==> src/rtl/nn_pkg.sv <==
// Shared definitions for the feed-forward network and its weight loader:
// sync byte, loader state encoding and layer dimension helpers.
package nn_pkg;

    localparam logic [7:0] SYNC_BYTE = 8'hA5;

    typedef enum logic [1:0] {
        IDLE  = 2'd0,
        LOAD  = 2'd1,
        CHECK = 2'd2,
        DONE  = 2'd3
    } state_t;

    function automatic int layer0_n(input int input_size, input int bias_size);
        return input_size + bias_size;
    endfunction

    function automatic int layer0_m(input int hidden_size);
        return hidden_size;
    endfunction

    function automatic int layer1_n(input int hidden_size, input int bias_size);
        return hidden_size + bias_size;
    endfunction

    function automatic int layer1_m(input int output_size);
        return output_size;
    endfunction

    function automatic int total_weights(input int input_size, input int hidden_size,
                                         input int output_size, input int bias_size);
        return layer0_n(input_size, bias_size) * layer0_m(hidden_size)
             + layer1_n(hidden_size, bias_size) * layer1_m(output_size);
    endfunction

endpackage

==> src/rtl/nn_weight_loader_if.sv <==
// Byte stream in, weight write port and status out, for the weight loader.
// Handshake: a byte transfers on any rising clk edge where s_valid && s_ready are both high.
interface nn_weight_loader_if #(
    parameter int CLOG2_MAX_WEIGHTS_N = 2,
    parameter int CLOG2_MAX_WEIGHTS_M = 2
) ();
    logic                           s_valid;
    logic                           s_ready;
    logic [7:0]                     s_data;
    logic                           weights_en;
    logic                           weights_layer_address;
    logic [CLOG2_MAX_WEIGHTS_N-1:0] weights_n_address;
    logic [CLOG2_MAX_WEIGHTS_M-1:0] weights_m_address;
    logic signed [7:0]              weights_data;
    logic                           load_ok;
    logic                           load_err;
    logic                           weights_valid;
    logic                           busy;

    modport slave (
        input  s_valid, s_data,
        output s_ready, weights_en, weights_layer_address, weights_n_address,
               weights_m_address, weights_data, load_ok, load_err, weights_valid, busy
    );

    modport master (
        output s_valid, s_data,
        input  s_ready, weights_en, weights_layer_address, weights_n_address,
               weights_m_address, weights_data, load_ok, load_err, weights_valid, busy
    );
endinterface

==> src/rtl/nn_weight_addr_counter.sv <==
// Nested (layer, n, m) address counter: m is the inner loop, n the outer,
// layer 0 then layer 1. `last` flags the final weight of layer 1.
module nn_weight_addr_counter #(
    parameter int N0 = 3,
    parameter int M0 = 2,
    parameter int N1 = 3,
    parameter int M1 = 1,
    parameter int NW = 2,
    parameter int MW = 2
) (
    input  logic          clk,
    input  logic          reset_n,
    input  logic          clear,
    input  logic          advance,
    output logic          layer,
    output logic [NW-1:0] n,
    output logic [MW-1:0] m,
    output logic          last
);
    localparam logic [NW-1:0] N0_LAST = NW'(N0 - 1);
    localparam logic [MW-1:0] M0_LAST = MW'(M0 - 1);
    localparam logic [NW-1:0] N1_LAST = NW'(N1 - 1);
    localparam logic [MW-1:0] M1_LAST = MW'(M1 - 1);

    logic [NW-1:0] n_last;
    logic [MW-1:0] m_last;

    always_comb begin
        n_last = layer ? N1_LAST : N0_LAST;
        m_last = layer ? M1_LAST : M0_LAST;
        last   = layer && (n == N1_LAST) && (m == M1_LAST);
    end

    always_ff @(posedge clk) begin
        if (!reset_n || clear) begin
            layer <= 1'b0;
            n     <= '0;
            m     <= '0;
        end else if (advance) begin
            if (m == m_last) begin
                m <= '0;
                if (n == n_last) begin
                    n     <= '0;
                    layer <= !layer;
                end else begin
                    n <= n + 1'b1;
                end
            end else begin
                m <= m + 1'b1;
            end
        end
    end

endmodule

==> src/rtl/nn_weight_loader.sv <==
// Framed byte-stream loader: sync byte, weights in (layer, n, m) order, then a
// checksum byte; each weight byte becomes one registered write on the weights port.
module nn_weight_loader
    import nn_pkg::*;
#(
    parameter int BITS_PER_WORD       = 8,
    parameter int INPUT_VECTOR_SIZE   = 2,
    parameter int HIDDEN_LAYER_SIZE   = 2,
    parameter int OUTPUT_VECTOR_SIZE  = 1,
    parameter int BIAS_SIZE           = 1,
    parameter int CLOG2_MAX_WEIGHTS_N = 2,
    parameter int CLOG2_MAX_WEIGHTS_M = 2
) (
    input  logic                clk,
    input  logic                reset_n,
    nn_weight_loader_if.slave   bus,
    output state_t              state_dbg
);
    localparam int N0 = layer0_n(INPUT_VECTOR_SIZE, BIAS_SIZE);
    localparam int M0 = layer0_m(HIDDEN_LAYER_SIZE);
    localparam int N1 = layer1_n(HIDDEN_LAYER_SIZE, BIAS_SIZE);
    localparam int M1 = layer1_m(OUTPUT_VECTOR_SIZE);

    state_t                         state_q, state_d;
    logic                           xfer;
    logic                           clear_cnt;
    logic                           adv_cnt;
    logic                           cnt_layer;
    logic [CLOG2_MAX_WEIGHTS_N-1:0] cnt_n;
    logic [CLOG2_MAX_WEIGHTS_M-1:0] cnt_m;
    logic                           cnt_last;
    logic [BITS_PER_WORD-1:0]       sum_q;
    logic [BITS_PER_WORD-1:0]       sum_next;

    nn_weight_addr_counter #(
        .N0(N0), .M0(M0), .N1(N1), .M1(M1),
        .NW(CLOG2_MAX_WEIGHTS_N), .MW(CLOG2_MAX_WEIGHTS_M)
    ) u_addr_counter (
        .clk     (clk),
        .reset_n (reset_n),
        .clear   (clear_cnt),
        .advance (adv_cnt),
        .layer   (cnt_layer),
        .n       (cnt_n),
        .m       (cnt_m),
        .last    (cnt_last)
    );

    always_comb begin
        state_d   = state_q;
        clear_cnt = 1'b0;
        adv_cnt   = 1'b0;
        xfer      = bus.s_valid && bus.s_ready;
        sum_next  = sum_q + bus.s_data;
        case (state_q)
            IDLE: begin
                if (xfer && bus.s_data == SYNC_BYTE) begin
                    clear_cnt = 1'b1;
                    state_d   = LOAD;
                end
            end
            LOAD: begin
                if (xfer) begin
                    adv_cnt = 1'b1;
                    if (cnt_last) state_d = CHECK;
                end
            end
            CHECK: begin
                if (xfer) state_d = DONE;
            end
            DONE:    state_d = IDLE;
            default: state_d = IDLE;
        endcase
    end

    // The verdict is registered with the checksum transfer so it is visible during DONE.
    always_ff @(posedge clk) begin
        if (!reset_n) begin
            state_q                   <= IDLE;
            sum_q                     <= '0;
            bus.s_ready               <= 1'b0;
            bus.weights_en            <= 1'b0;
            bus.weights_layer_address <= 1'b0;
            bus.weights_n_address     <= '0;
            bus.weights_m_address     <= '0;
            bus.weights_data          <= '0;
            bus.load_ok               <= 1'b0;
            bus.load_err              <= 1'b0;
            bus.weights_valid         <= 1'b0;
        end else begin
            state_q        <= state_d;
            bus.s_ready    <= (state_d != DONE);
            bus.weights_en <= 1'b0;
            bus.load_ok    <= 1'b0;
            bus.load_err   <= 1'b0;
            if (clear_cnt) begin
                sum_q             <= '0;
                bus.weights_valid <= 1'b0;
            end
            if (state_q == LOAD && xfer) begin
                bus.weights_en            <= 1'b1;
                bus.weights_layer_address <= cnt_layer;
                bus.weights_n_address     <= cnt_n;
                bus.weights_m_address     <= cnt_m;
                bus.weights_data          <= $signed(bus.s_data);
                sum_q                     <= sum_next;
            end
            if (state_q == CHECK && xfer) begin
                sum_q        <= sum_next;
                bus.load_ok  <= (sum_next == '0);
                bus.load_err <= (sum_next != '0);
                if (sum_next == '0) bus.weights_valid <= 1'b1;
            end
        end
    end

    assign bus.busy  = (state_q != IDLE);
    assign state_dbg = state_q;

endmodule

==> src/flat_wrapper.sv <==
// flat-port wrapper written by rule: the top's interface ports become plain ports
module nn_weight_loader_flat import nn_pkg::*;
#(
    parameter int BITS_PER_WORD       = 8,
    parameter int INPUT_VECTOR_SIZE   = 2,
    parameter int HIDDEN_LAYER_SIZE   = 2,
    parameter int OUTPUT_VECTOR_SIZE  = 1,
    parameter int BIAS_SIZE           = 1,
    parameter int CLOG2_MAX_WEIGHTS_N = 2,
    parameter int CLOG2_MAX_WEIGHTS_M = 2
)
  (clk, reset_n, state_dbg, bus_s_valid, bus_s_data, bus_s_ready, bus_weights_en, bus_weights_layer_address, bus_weights_n_address, bus_weights_m_address, bus_weights_data, bus_load_ok, bus_load_err, bus_weights_valid, bus_busy);
  nn_weight_loader_if #(.CLOG2_MAX_WEIGHTS_N(CLOG2_MAX_WEIGHTS_N), .CLOG2_MAX_WEIGHTS_M(CLOG2_MAX_WEIGHTS_M)) bus_i ();
  input  logic clk;
  input  logic reset_n;
  output state_t state_dbg;
  input wire logic [$bits(bus_i.s_valid)-1:0] bus_s_valid;
  input wire logic [$bits(bus_i.s_data)-1:0] bus_s_data;
  output wire logic [$bits(bus_i.s_ready)-1:0] bus_s_ready;
  output wire logic [$bits(bus_i.weights_en)-1:0] bus_weights_en;
  output wire logic [$bits(bus_i.weights_layer_address)-1:0] bus_weights_layer_address;
  output wire logic [$bits(bus_i.weights_n_address)-1:0] bus_weights_n_address;
  output wire logic [$bits(bus_i.weights_m_address)-1:0] bus_weights_m_address;
  output wire logic [$bits(bus_i.weights_data)-1:0] bus_weights_data;
  output wire logic [$bits(bus_i.load_ok)-1:0] bus_load_ok;
  output wire logic [$bits(bus_i.load_err)-1:0] bus_load_err;
  output wire logic [$bits(bus_i.weights_valid)-1:0] bus_weights_valid;
  output wire logic [$bits(bus_i.busy)-1:0] bus_busy;
  assign bus_i.s_valid = bus_s_valid;
  assign bus_i.s_data = bus_s_data;
  assign bus_s_ready = bus_i.s_ready;
  assign bus_weights_en = bus_i.weights_en;
  assign bus_weights_layer_address = bus_i.weights_layer_address;
  assign bus_weights_n_address = bus_i.weights_n_address;
  assign bus_weights_m_address = bus_i.weights_m_address;
  assign bus_weights_data = bus_i.weights_data;
  assign bus_load_ok = bus_i.load_ok;
  assign bus_load_err = bus_i.load_err;
  assign bus_weights_valid = bus_i.weights_valid;
  assign bus_busy = bus_i.busy;
  nn_weight_loader #(.BITS_PER_WORD(BITS_PER_WORD), .INPUT_VECTOR_SIZE(INPUT_VECTOR_SIZE), .HIDDEN_LAYER_SIZE(HIDDEN_LAYER_SIZE), .OUTPUT_VECTOR_SIZE(OUTPUT_VECTOR_SIZE), .BIAS_SIZE(BIAS_SIZE), .CLOG2_MAX_WEIGHTS_N(CLOG2_MAX_WEIGHTS_N), .CLOG2_MAX_WEIGHTS_M(CLOG2_MAX_WEIGHTS_M)) u_core (.clk(clk), .reset_n(reset_n), .bus(bus_i), .state_dbg(state_dbg));
endmodule
==> config.mk <==
export PLATFORM = sky130hd
export DESIGN_NAME = nn_weight_loader_flat
export DESIGN_NICKNAME = d
export VERILOG_FILES = /design/src/rtl/nn_pkg.sv /design/src/rtl/nn_weight_loader_if.sv /design/src/rtl/nn_weight_addr_counter.sv /design/src/rtl/nn_weight_loader.sv /design/src/flat_wrapper.sv
export SDC_FILE = /design/constraint.sdc
export NUM_CORES = 1
export LEC_CHECK = 0
export ABC_AREA = 1
export BUFFER_PORTS_ARGS = -buffer_cell sky130_fd_sc_hd__buf_2
export CORE_UTILIZATION = 49
export DETAILED_ROUTE_END_ITERATION = 6
export PLACE_DENSITY = 0.75
export SLEW_MARGIN = 15
export SYNTH_ARGS = -nofsm -noshare
export SYNTH_HDL_FRONTEND = slang
export SYNTH_SLANG_ARGS = --single-unit
==> constraint.sdc <==
create_clock -name clk -period 1.57 [get_ports clk]
set_input_delay 0.0785 -clock clk [delete_from_list [all_inputs] [get_ports clk]]
set_output_delay 0.0785 -clock clk [all_outputs]
set_load 0.005 [all_outputs]
==> results of run 1 <==
## through the flow
step	cell area, um^2	instances	hold slack, ps
finish	2120	314	25.2
global placement	1950	305	369
floorplan	1710	228	217
CTS	2040	314	23.2
detailed placement	1950	305	379
global route	2120	314	11.5
## cells in the final DEF, fill, tap and decap left out, types with 2 or more instances in the layout
cell type	n
nand2_2	9
nor2_1	24
buf_2	31
a21oi_1	18
nor2_2	3
dfxtp_1	32
inv_2	3
inv_1	26
clkbuf_4	5
or2_4	2
nand3_1	18
nand3_2	5
a21oi_2	2
nor3_1	4
nand2_4	2
buf_4	9
o21ai_0	11
ha_1	4
nor2_4	4
ha_4	4
nand4_1	2
nand2_1	37
## flip-flops by register name (all words and copies together) (netlist names)
name	count
u_core.bus.weights_layer_address	1
u_core.bus.weights_valid	1
u_core.bus.weights_data	8
u_core.state_dbg	2
u_core.bus.load_err	1
u_core.u_addr_counter.m	2
u_core.bus.weights_m_address	2
u_core.bus.weights_n_address	2
u_core.u_addr_counter.n	2
u_core.bus.s_ready	1
u_core.bus.load_ok	1
u_core.bus.weights_en	1
u_core.u_addr_counter.layer	1
u_core.sum_q	8
## layout make-up
class / count / area share [%]
Clock inverter: 1 / 1.42
Timing Repair Buffer: 40 / 10.5
Inverter: 30 / 5.43
Tap cell: 44 / 2.60
Clock buffer: 7 / 2.60
Multi-Input combinational cell: 159 / 46.2
Sequential cell: 33 / 31.2
## cells in the mapped netlist, drive strengths merged, types with 2 or more instances
| master | count | area share (%) |
|---|---|---|
| nand3 | 23 | 7.7 |
| nor3 | 6 | 2.7 |
| nor2 | 31 | 8.5 |
| dfxtp | 33 | 39 |
| nand4 | 2 | 0.74 |
| or2 | 2 | 0.89 |
| clkbuf | 2 | 0.44 |
| ha | 8 | 5.9 |
| inv | 30 | 6.8 |
| buf | 4 | 1.7 |
| nand2 | 48 | 12 |
| a21oi | 20 | 5.9 |
| o21ai | 12 | 3.8 |
## repair_timing
item	4_1_cts	5_1_grt
hold buffers	0	0
endpoints found under the setup margin	5	6
buffers inserted	1	0
pin swaps	3	2
resized for setup	1	15
## cells by family after synthesis
| group | after synthesis |
|---|---|
| flops | 33 |
| xor+xnor | 2 |
| fa+ha+maj | 9 |
| compound gates | 36 |
| simple gates | 112 |
| buf+inv | 36 |
## worst max path at each step
stage | from | to | slack (ps) | cells past startpoint
after global routing | u_core.sum_q[0] | u_core.bus.weights_valid | -130 | 11
after CTS | u_core.sum_q[0] | u_core.bus.weights_valid | -90 | 8
after global placement | u_core.sum_q[0] | u_core.bus.weights_valid | -100 | 11
after floorplan | u_core.sum_q[0] | u_core.bus.load_err | -40 | 7
final | u_core.sum_q[0] | u_core.bus.weights_valid | -70 | 8
after detailed placement | u_core.sum_q[0] | u_core.bus.weights_valid | -140 | 11
## power by group through the flow
| stage | Clock (mW) | Combinational [mW] | Sequential, mW |
|---|---|---|---|
| 6_report | 0.663 | 0.119 | 0.839 |
| 5_1_grt | 0.715 | 0.131 | 0.840 |
| 4_1_cts | 0.670 | 0.107 | 0.839 |
| 3_5_place_dp | 0 | 0.104 | 0.858 |
| 3_3_place_gp | 0 | 0.103 | 0.858 |
| 2_1_floorplan | 0 | 0.0600 | 0.859 |
## worst max-delay path: stages, from the launching register on
cell and delay [ps]:
dfxtp_2 360, ha_4 140, fa_2 430, or2_4 240, nor2_2 90, nand3_2 90, nor2_4 120, nand3_2 70
nand2_1 60
## per-layer routing
layer / vias to the layer above / GRT usage, %
li1: 822 / -
met1: 708 / 29.1
met2: 47 / 37.7
met3: 9 / 6.82
met4: 0 / 10.4
met5: - / 0
==> impl_metrics.toml, run 1 <==
[hold_path]
hold_path_class = "input port to register"
min_to = "u_core.bus.weights_data[2]"
whs_path_depth = 3
worstHoldStart = "bus_s_data[2]"

[floorplan]
dieHeight_um = 60.7
fp-row-count = 20
boundaryPins = 32
start_util_pct = 53.6
core_area_um2 = 3150
die-area_um2 = 3690
die_w_um = 60.7

[worst_setup_path]
r2r_end = "u_core.bus.weights_valid"
end_kind = "register"
reg2reg_slack_ps = -70
critPathLaunchType = "register"
crit_fanout = 2
reg2reg_from = "u_core.sum_q[0]"
critPathKind = "register to register"
worstPathRequired_ps = 1860
ff2ff_path_depth = 8
critPathArrivalTime_ps = 1930

[drt]
dr_wl_met2_um = 1830
wl_met3_um = 195
detail_route.wl_per_cell_um = 12.3
drtPass1Iterations = 4
drt_iter0_drc = 79
drc = 0
vias_per_cell = 5.05
wl_met1_um = 1770
drtAntennaViolNets = 0
highest_layer = "met4"
drt-total-wl_um = 3860
num_vias = 1586

[layout]
layout-drive-gt1-share_pct = 32.2
nets = 289
area_growth_pct = 25.3
nFillCells = 281
fin_util_pct = 67.2
seq_area_um2 = 662
antenna_cells = 0
multi_input_area_um2 = 978

[sta]
tns_ps = -182
finalHoldViolCount = 0
period_minus_slack_ps = 1640
setup_ws_ps = -71.1
finClkSkew_ps = 14.6
setup_viol = 3
rsz0062_at_grt = "true"
fmax_mhz = 609
fin_crit_sh_pct = 105
worst_pin_slew_ps = 329
relSlewSlack_pct = 78.1
maxSlewViolCount = 0

[yosys]
synth_xor_xnor_area_share_pct = 1.04
synth_edf_count = 0
synthSimpleGateAreaFrac_pct = 32.4
synthMuxAreaShare_pct = 0
avgSynthCellArea_um2 = 7.41
synth_fa_ha_area_share_pct = 7.11
synth_top_flop_cell = "dfxtp_1"
async_flop_share_pct = 0
ys_warn_count = 0
syn_area_um2 = 1690
seq_area_frac_synth_pct = 39.1
synth_seq_cells = 33
synth_top_family_by_area = "simple AND/OR/NAND/NOR gates"
syn_nets = 248
synthCells = 228
synth_compound_area_share_pct = 11.4
synth.distinct_cells = 33

[place]
port_buffers = 31
dp_hpwl_um = 2770
place_ws_ps = -138
gp_congestion = 0.824

[power]
p_leak_nw = 1.01
seqPwrFrac_pct = 51.8
p_total_mw = 1.62
p_switching_uw = 356
power_density_nw_per_um2 = 765
pwr-share-clk_pct = 40.9
peakVddDrop_v = 0.000580
p_int_mw = 1.27
p_comb_share_pct = 7.3
power.share.switching_pct = 21.9

[clock_network]
clk_pin_slew_worst_paths_ps = 110
clock-sinks = 33
cts_buffers = 5
clockBufferDepth = 2
clk_latency_ps = 330
cts_tree = "yes"
root_buffer = "clkbuf_4"
ctsHtreeMaxLevel = 2

[global_route]
grt_pass1_vias = 1481
grt_pass1_wl_um = 6270
track_usage_pct = 23.4
grt_max_degree = 21
grt_overflow = 0
antenna_found_initial = 0

[status]
failed_checks = "setup timing"
status = "finished with violations"

[run]
cap_violations = 0
(Power assumes the default switching activity.)
==> run 2: changes to the inputs <==
Settings changed: CAP_MARGIN set to 10, CORE_UTILIZATION 49 to 54, PLACE_DENSITY 0.75 to 0.77.
Clock period 1.57 ns to 1.76 ns, I/O delays scaled along.
==> run 2 against run 1 <==
Critical path depth unchanged; the run ends with DRC left; maximum frequency is 1.9% lower; utilization grew 1.2 points; final area shrank 7.9%; largest power group unchanged.
==> impl_metrics.toml, run 2 (synthesis gave the netlist of run 1 again) <==
[floorplan]
die-area_um2 = 3360
dieHeight_um = 58.0
die_w_um = 58.0
boundaryPins = 32
fp-row-count = 19
start_util_pct = 59.3
core_area_um2 = 2850

[worst_setup_path]
crit_fanout = 2
slowest_delay_ps = 440
end_kind = "register"
critPathKind = "register to register"
critPathLaunchType = "register"
path_cells = "ha_4 -> fa_2 -> or2_4 -> nor2_4 -> nand3_2 -> nor2_4 -> nand3_2 -> nand2_1"
worstPathRequired_ps = 2040
critPathSlowestCell = "fa_2"
critPathArrivalTime_ps = 1950

[layout]
area_growth_pct = 15.5
most-common-layout-cells = "nand2_1, dfxtp_1, buf_2"
nets = 282
multi_input_area_um2 = 911
seq_area_um2 = 662
layout-drive-gt1-share_pct = 24.8
antenna_cells = 0
largestRegisters = "u_core.bus.weights_data (8), u_core.sum_q (8)"
nFillCells = 259
final_cell_area_um2 = 1950
final_common_cell = "nand2_1"

[sta]
worst_pin_slew_ps = 486
fmax_mhz = 598
period_minus_slack_ps = 1670
relSlewSlack_pct = 67.6
rsz0062_at_grt = "false"
fin_crit_sh_pct = 95.0
setup_ws_ps = 87.8
setup_viol = 0
hold_slack_ps = 28.4
finClkSkew_ps = 7.61
finalHoldViolCount = 0
maxSlewViolCount = 0

[clock_network]
cts_buffers = 5
clock-sinks = 33
ctsHtreeMaxLevel = 2
clk_pin_slew_worst_paths_ps = 100
cts_tree = "yes"
clk_latency_ps = 330
clockBufferDepth = 2
root_buffer = "clkbuf_4"

[drt]
drt_iter0_drc = 55
drc = 2
drt-total-wl_um = 3450
vias_per_cell = 5.17
num_vias = 1515
drtPass1Iterations = 6
detail_route.wl_per_cell_um = 11.8
drtAntennaViolNets = 0

[power]
peakVddDrop_v = 0.000556
p_leak_nw = 0.964
power_density_nw_per_um2 = 645

[hold_path]
hold_path_class = "input port to register"

[place]
gp_congestion = 0.826
port_buffers = 31
place_ws_ps = -78.2
dp_hpwl_um = 2590
place_area_um2 = 1860

[global_route]
grt_pass1_vias = 1355
track_usage_pct = 22.8
grt_pass1_wl_um = 5890
grt_overflow = 0
antenna_found_initial = 0
grt_max_degree = 21

[status]
status = "finished with violations"
failed_checks = "DRC"

[run]
cap_violations = 0
-- run 2: cell count changes in the layout (fill, tap and decap cells not counted), sizes merged --
| cell | previous run | this run |
|---|---|---|
| buf | 40 | 33 |
| bufinv | 1 | 0 |
-- run 2: worst paths after layout --
path | from | end | slack, ps | depth (start not counted)
hold / removal | bus_s_data[2] | u_core.bus.weights_data[2] | 30 | 3
setup / recovery | u_core.sum_q[0] | u_core.bus.weights_valid | 90 | 8
hold reg to reg | u_core.bus.weights_n_address[0] | u_core.bus.weights_n_address[0] | 470 | 2
setup reg to reg | u_core.sum_q[0] | u_core.bus.weights_valid | 90 | 8
-- run 2: repair_timing --
action,in CTS,in global routing
endpoints found under the setup margin,3,4
gates resized for setup,7,3
buffers inserted,0,1
hold buffers,0,0
pin swaps,3,3
-- run 2: per-layer routing --
metal  share of wire, %  up-vias  GRT usage, %
met3                6.2        5          5.58
met4                1.2        0          8.84
met1                 47      661          29.0
met2                 46       39          37.3
li1                   -      810             -
met5                  0        -             0
-- run 2: area by class of cell --
| class | instances | area share (%) |
|---|---|---|
| Sequential cell | 33 | 33.9 |
| Inverter | 30 | 5.90 |
| Clock buffer | 7 | 2.82 |
| Tap cell | 31 | 1.99 |
| Timing Repair Buffer | 33 | 8.72 |
| Multi-Input combinational cell | 159 | 46.7 |
-- run 2: worst max-delay path, delay by kind of cell, from the launching register on --
family / cells / cell delay [ps]
AND/OR/NAND/NOR: 6 / 690
adder cells (fa/ha/maj): 2 / 570
flip-flops: 1 / 360
-- run 2: where the power goes --
part / internal, mW / leakage, nW / total [mW] / switching [mW]
logic: 0.0309 / 0.666 / 0.0871 / 0.0562
clock network: 0.188 / 0.0314 / 0.423 / 0.235
registers: 0.747 / 0.267 / 0.748 / 0.000831
-- run 2: metrics by stage --
stage               TNS (ps)  utilization, %  power, mW  instances
finish                     0            68.4       1.26        293
global route               0            68.4       1.32        293
floorplan                  0               -      0.817        228
CTS                        0            67.5       1.27        292
global placement        -110            65.0      0.846        285
detailed placement      -179            65.0      0.847        285
==> run 3: changes to the inputs <==
Settings changed: ABC_AREA 1 to unset.
==> run 3 against run 2 <==
The flow finishes with violations (DRC, setup timing); setup slack worse by 500 ps; sequential share of layout area down 6.9 points; clock-buffer cell count down 2; synthesized area up 0.15%; first-iteration DRC count up 130%; clock skew up 1.7 ps; global-route usage up 9.1 points; via count up 18%; worst hold slack better by 4.5 ps; final area up 27%; critical path type unchanged; critical endpoint unchanged; wire length up 55%.
==> impl_metrics.toml, run 3 <==
[status]
status = "finished with violations"
failed_checks = "DRC, setup timing"

[clock_network]
ctsHtreeMaxLevel = 2
ctsHoldBuffers = 0
clockBufferDepth = 2
cts_buffers = 5
clk_pin_slew_worst_paths_ps = 110
clock-sinks = 33
clk_latency_ps = 350
cts_tree = "yes"
root_buffer = "clkbuf_4"

[yosys]
seq_area_frac_synth_pct = 39.0
async_flop_share_pct = 0
synth_edf_count = 0
avgSynthCellArea_um2 = 8.86
synthMuxAreaShare_pct = 0
synth.distinct_cells = 44
synth_area_leaders = "dfxtp_1, nand2_1, ha_1"
synth_seq_cells = 33
synth_commonest_cells = "dfxtp_1, nand2_1, nor2_1"
synth.top_cell.area_share_pct = 39.0
synth_compound_area_share_pct = 21.3
synthCells = 191
yosysMostFrequentCell = "dfxtp_1"
synth_fa_ha_area_share_pct = 7.10
synth_top_cell_by_area = "dfxtp_1"
syn_area_um2 = 1690
synth_xor_xnor_area_share_pct = 3.55
synthSimpleGateAreaFrac_pct = 26.6
synth_top_family_by_area = "simple AND/OR/NAND/NOR gates"
ys_warn_count = 0
synth_top_flop_cell = "dfxtp_1"
syn_nets = 211

[place]
dp.cells = 280
port_buffers = 31
place_area_um2 = 2140
gp_congestion = 0.804
dp_hpwl_um = 3220

[layout]
final_cell_area_um2 = 2470
layout-drive-gt1-share_pct = 43.0
most-common-layout-cells = "buf_4, nand2_1, buf_2"
fin_util_pct = 86.7
area_growth_pct = 46.0
largestRegisters = "u_core.bus.weights_data (8), u_core.sum_q (8)"
nFillCells = 144
antenna_cells = 0
nets = 284
fin_cells = 296
final_common_cell = "buf_4"

[floorplan]
start_util_pct = 59.3
fp-row-count = 19
core_area_um2 = 2850
die-area_um2 = 3360
dieHeight_um = 58.0
boundaryPins = 32
die_w_um = 58.0

[drt]
drc = 3
drtPass1Iterations = 7
drt-total-wl_um = 5340
drtAntennaViolNets = 0
num_vias = 1783
drt_iter0_drc = 126
vias_per_cell = 6.02
detail_route.wl_per_cell_um = 18.1

[global_route]
track_usage_pct = 31.9
grt_overflow = 0
grt_max_degree = 29
antenna_found_initial = 0
grt_pass1_vias = 1689
grt_pass1_wl_um = 7890

[power]
p_switching_uw = 367
pwr-share-clk_pct = 44.1
p_int_mw = 1.26
peakVddDrop_v = 0.000681
p_comb_share_pct = 10.0
p_leak_nw = 1.01
seqPwrFrac_pct = 45.8
p_total_mw = 1.63
power_density_nw_per_um2 = 660
power.share.switching_pct = 22.5

[sta]
setup_viol = 8
rsz0062_at_grt = "true"
relSlewSlack_pct = 72.3
maxSlewViolCount = 0
fin_crit_sh_pct = 124
worst_pin_slew_ps = 415
finalHoldViolCount = 0
setup_ws_ps = -415
hold_slack_ps = 32.8
fmax_mhz = 460
period_minus_slack_ps = 2170
finClkSkew_ps = 9.29

[worst_setup_path]
reg2reg_slack_ps = -410
path_cells = "ha_1 -> a21oi_1 -> o31ai_2 -> or3_4 -> a2111oi_4 -> buf_4 -> a21o_1"
worstPathRequired_ps = 2060
crit_fanout = 4
critPathSlowestCell = "a2111oi_4"
reg2reg_from = "u_core.sum_q[4]"
crit_family = "compound AO/OA/AOI/OAI gates"
critPathLaunchType = "register"
end_kind = "register"
ff2ff_path_depth = 7
critPathArrivalTime_ps = 2470
r2r_end = "u_core.bus.weights_valid"
slowest_delay_ps = 430
critPathKind = "register to register"
critPathBufInv = 1

[run]
cap_violations = 0

[hold_path]
min_to = "u_core.bus.weights_data[7]"
whs_path_depth = 3
hold_path_class = "input port to register"
worstHoldStart = "bus_s_data[7]"
-- run 3: cell count changes after synthesis, moves of 4 or more --
cell	previous run	this run
nor3b_1	0	4
o21ai_0	11	6
inv_1	26	6
nor2_1	26	15
nand3_1	20	3
nor2b_1	0	9
a21boi_1	0	5
a21boi_0	1	8
a22oi_1	0	7
nand2_1	44	31
a21oi_1	20	8
-- run 3: cell type report --
class                   instances  area [um^2]  area share (%)
multi-input cells             147         1180            47.7
flip-flops and latches         33          667            27.0
repair buffers                 71          463            18.7
clock inverters                 3         65.1            2.63
well taps                      31         38.8            1.57
clock buffers                   5         37.5            1.52
inverters                       6         22.5           0.911
-- run 3: per-stage QoR --
| stage | TNS, ps | setup WS [ps] |
|---|---|---|
| detailed placement | -1430 | -335 |
| CTS | -1160 | -356 |
| floorplan | -498 | -230 |
| finish | -1750 | -415 |
| global route | -2020 | -450 |
| global placement | -875 | -259 |
-- run 3: timing repair --
item | in CTS | in global routing
gates cloned | 0 | 0
pin swaps | 13 | 7
setup buffers | 2 | 7
endpoints found under the hold margin | 0 | 0
gates resized for setup | 20 | 11
endpoints found under the setup margin | 7 | 8
-- run 3: how the worst max path moves through the flow --
| stage | depth (start not counted) | to | start | slack (ps) |
|---|---|---|---|---|
| floorplan | 7 | u_core.bus.load_ok | u_core.sum_q[0] | -230 |
| global placement | 7 | u_core.bus.load_ok | u_core.sum_q[0] | -260 |
| detailed placement | 7 | u_core.bus.load_ok | u_core.sum_q[0] | -340 |
| CTS | 6 | u_core.bus.load_ok | u_core.sum_q[0] | -360 |
| global route | 7 | u_core.bus.load_ok | u_core.sum_q[0] | -450 |
| finish | 7 | u_core.bus.weights_valid | u_core.sum_q[4] | -410 |
-- run 3: logic make-up (layout without fill, tap and decap cells) --
family	Yosys count	after routing
AOI/OAI and AO/OA	48	48
adders and majority gates	9	9
xor gates and xnor gates	6	6
DFF	33	33
buffers and inverters	11	85
and+or+nand+nor	84	84
-- run 3: per-layer routing --
layer  global-route usage (%)  part of all wire [%]  up-vias
met1                     36.1                    40      818
met5                        0                     0        -
met3                     7.37                   7.5       27
li1                         -                     -      828
met4                     14.3                   4.2        0
met2                     57.0                    48      110
-- run 3: worst reg2reg max path, cell delays in order (launching register included) --
cell and delay [ps]:
dfxtp_1 350, ha_1 350, a21oi_1 220, o31ai_2 120, or3_4 370, a2111oi_4 430
buf_4 180, a21o_1 100
-- run 3: power by group through the flow --
| stage | Sequential, mW | Combinational, mW | Clock (mW) |
|---|---|---|---|
| after floorplan | 0.766 | 0.0614 | 0 |
| after global placement | 0.766 | 0.121 | 0 |
| after detailed placement | 0.766 | 0.127 | 0 |
| after CTS | 0.748 | 0.147 | 0.719 |
| after global routing | 0.748 | 0.173 | 0.750 |
| final | 0.748 | 0.163 | 0.720 |
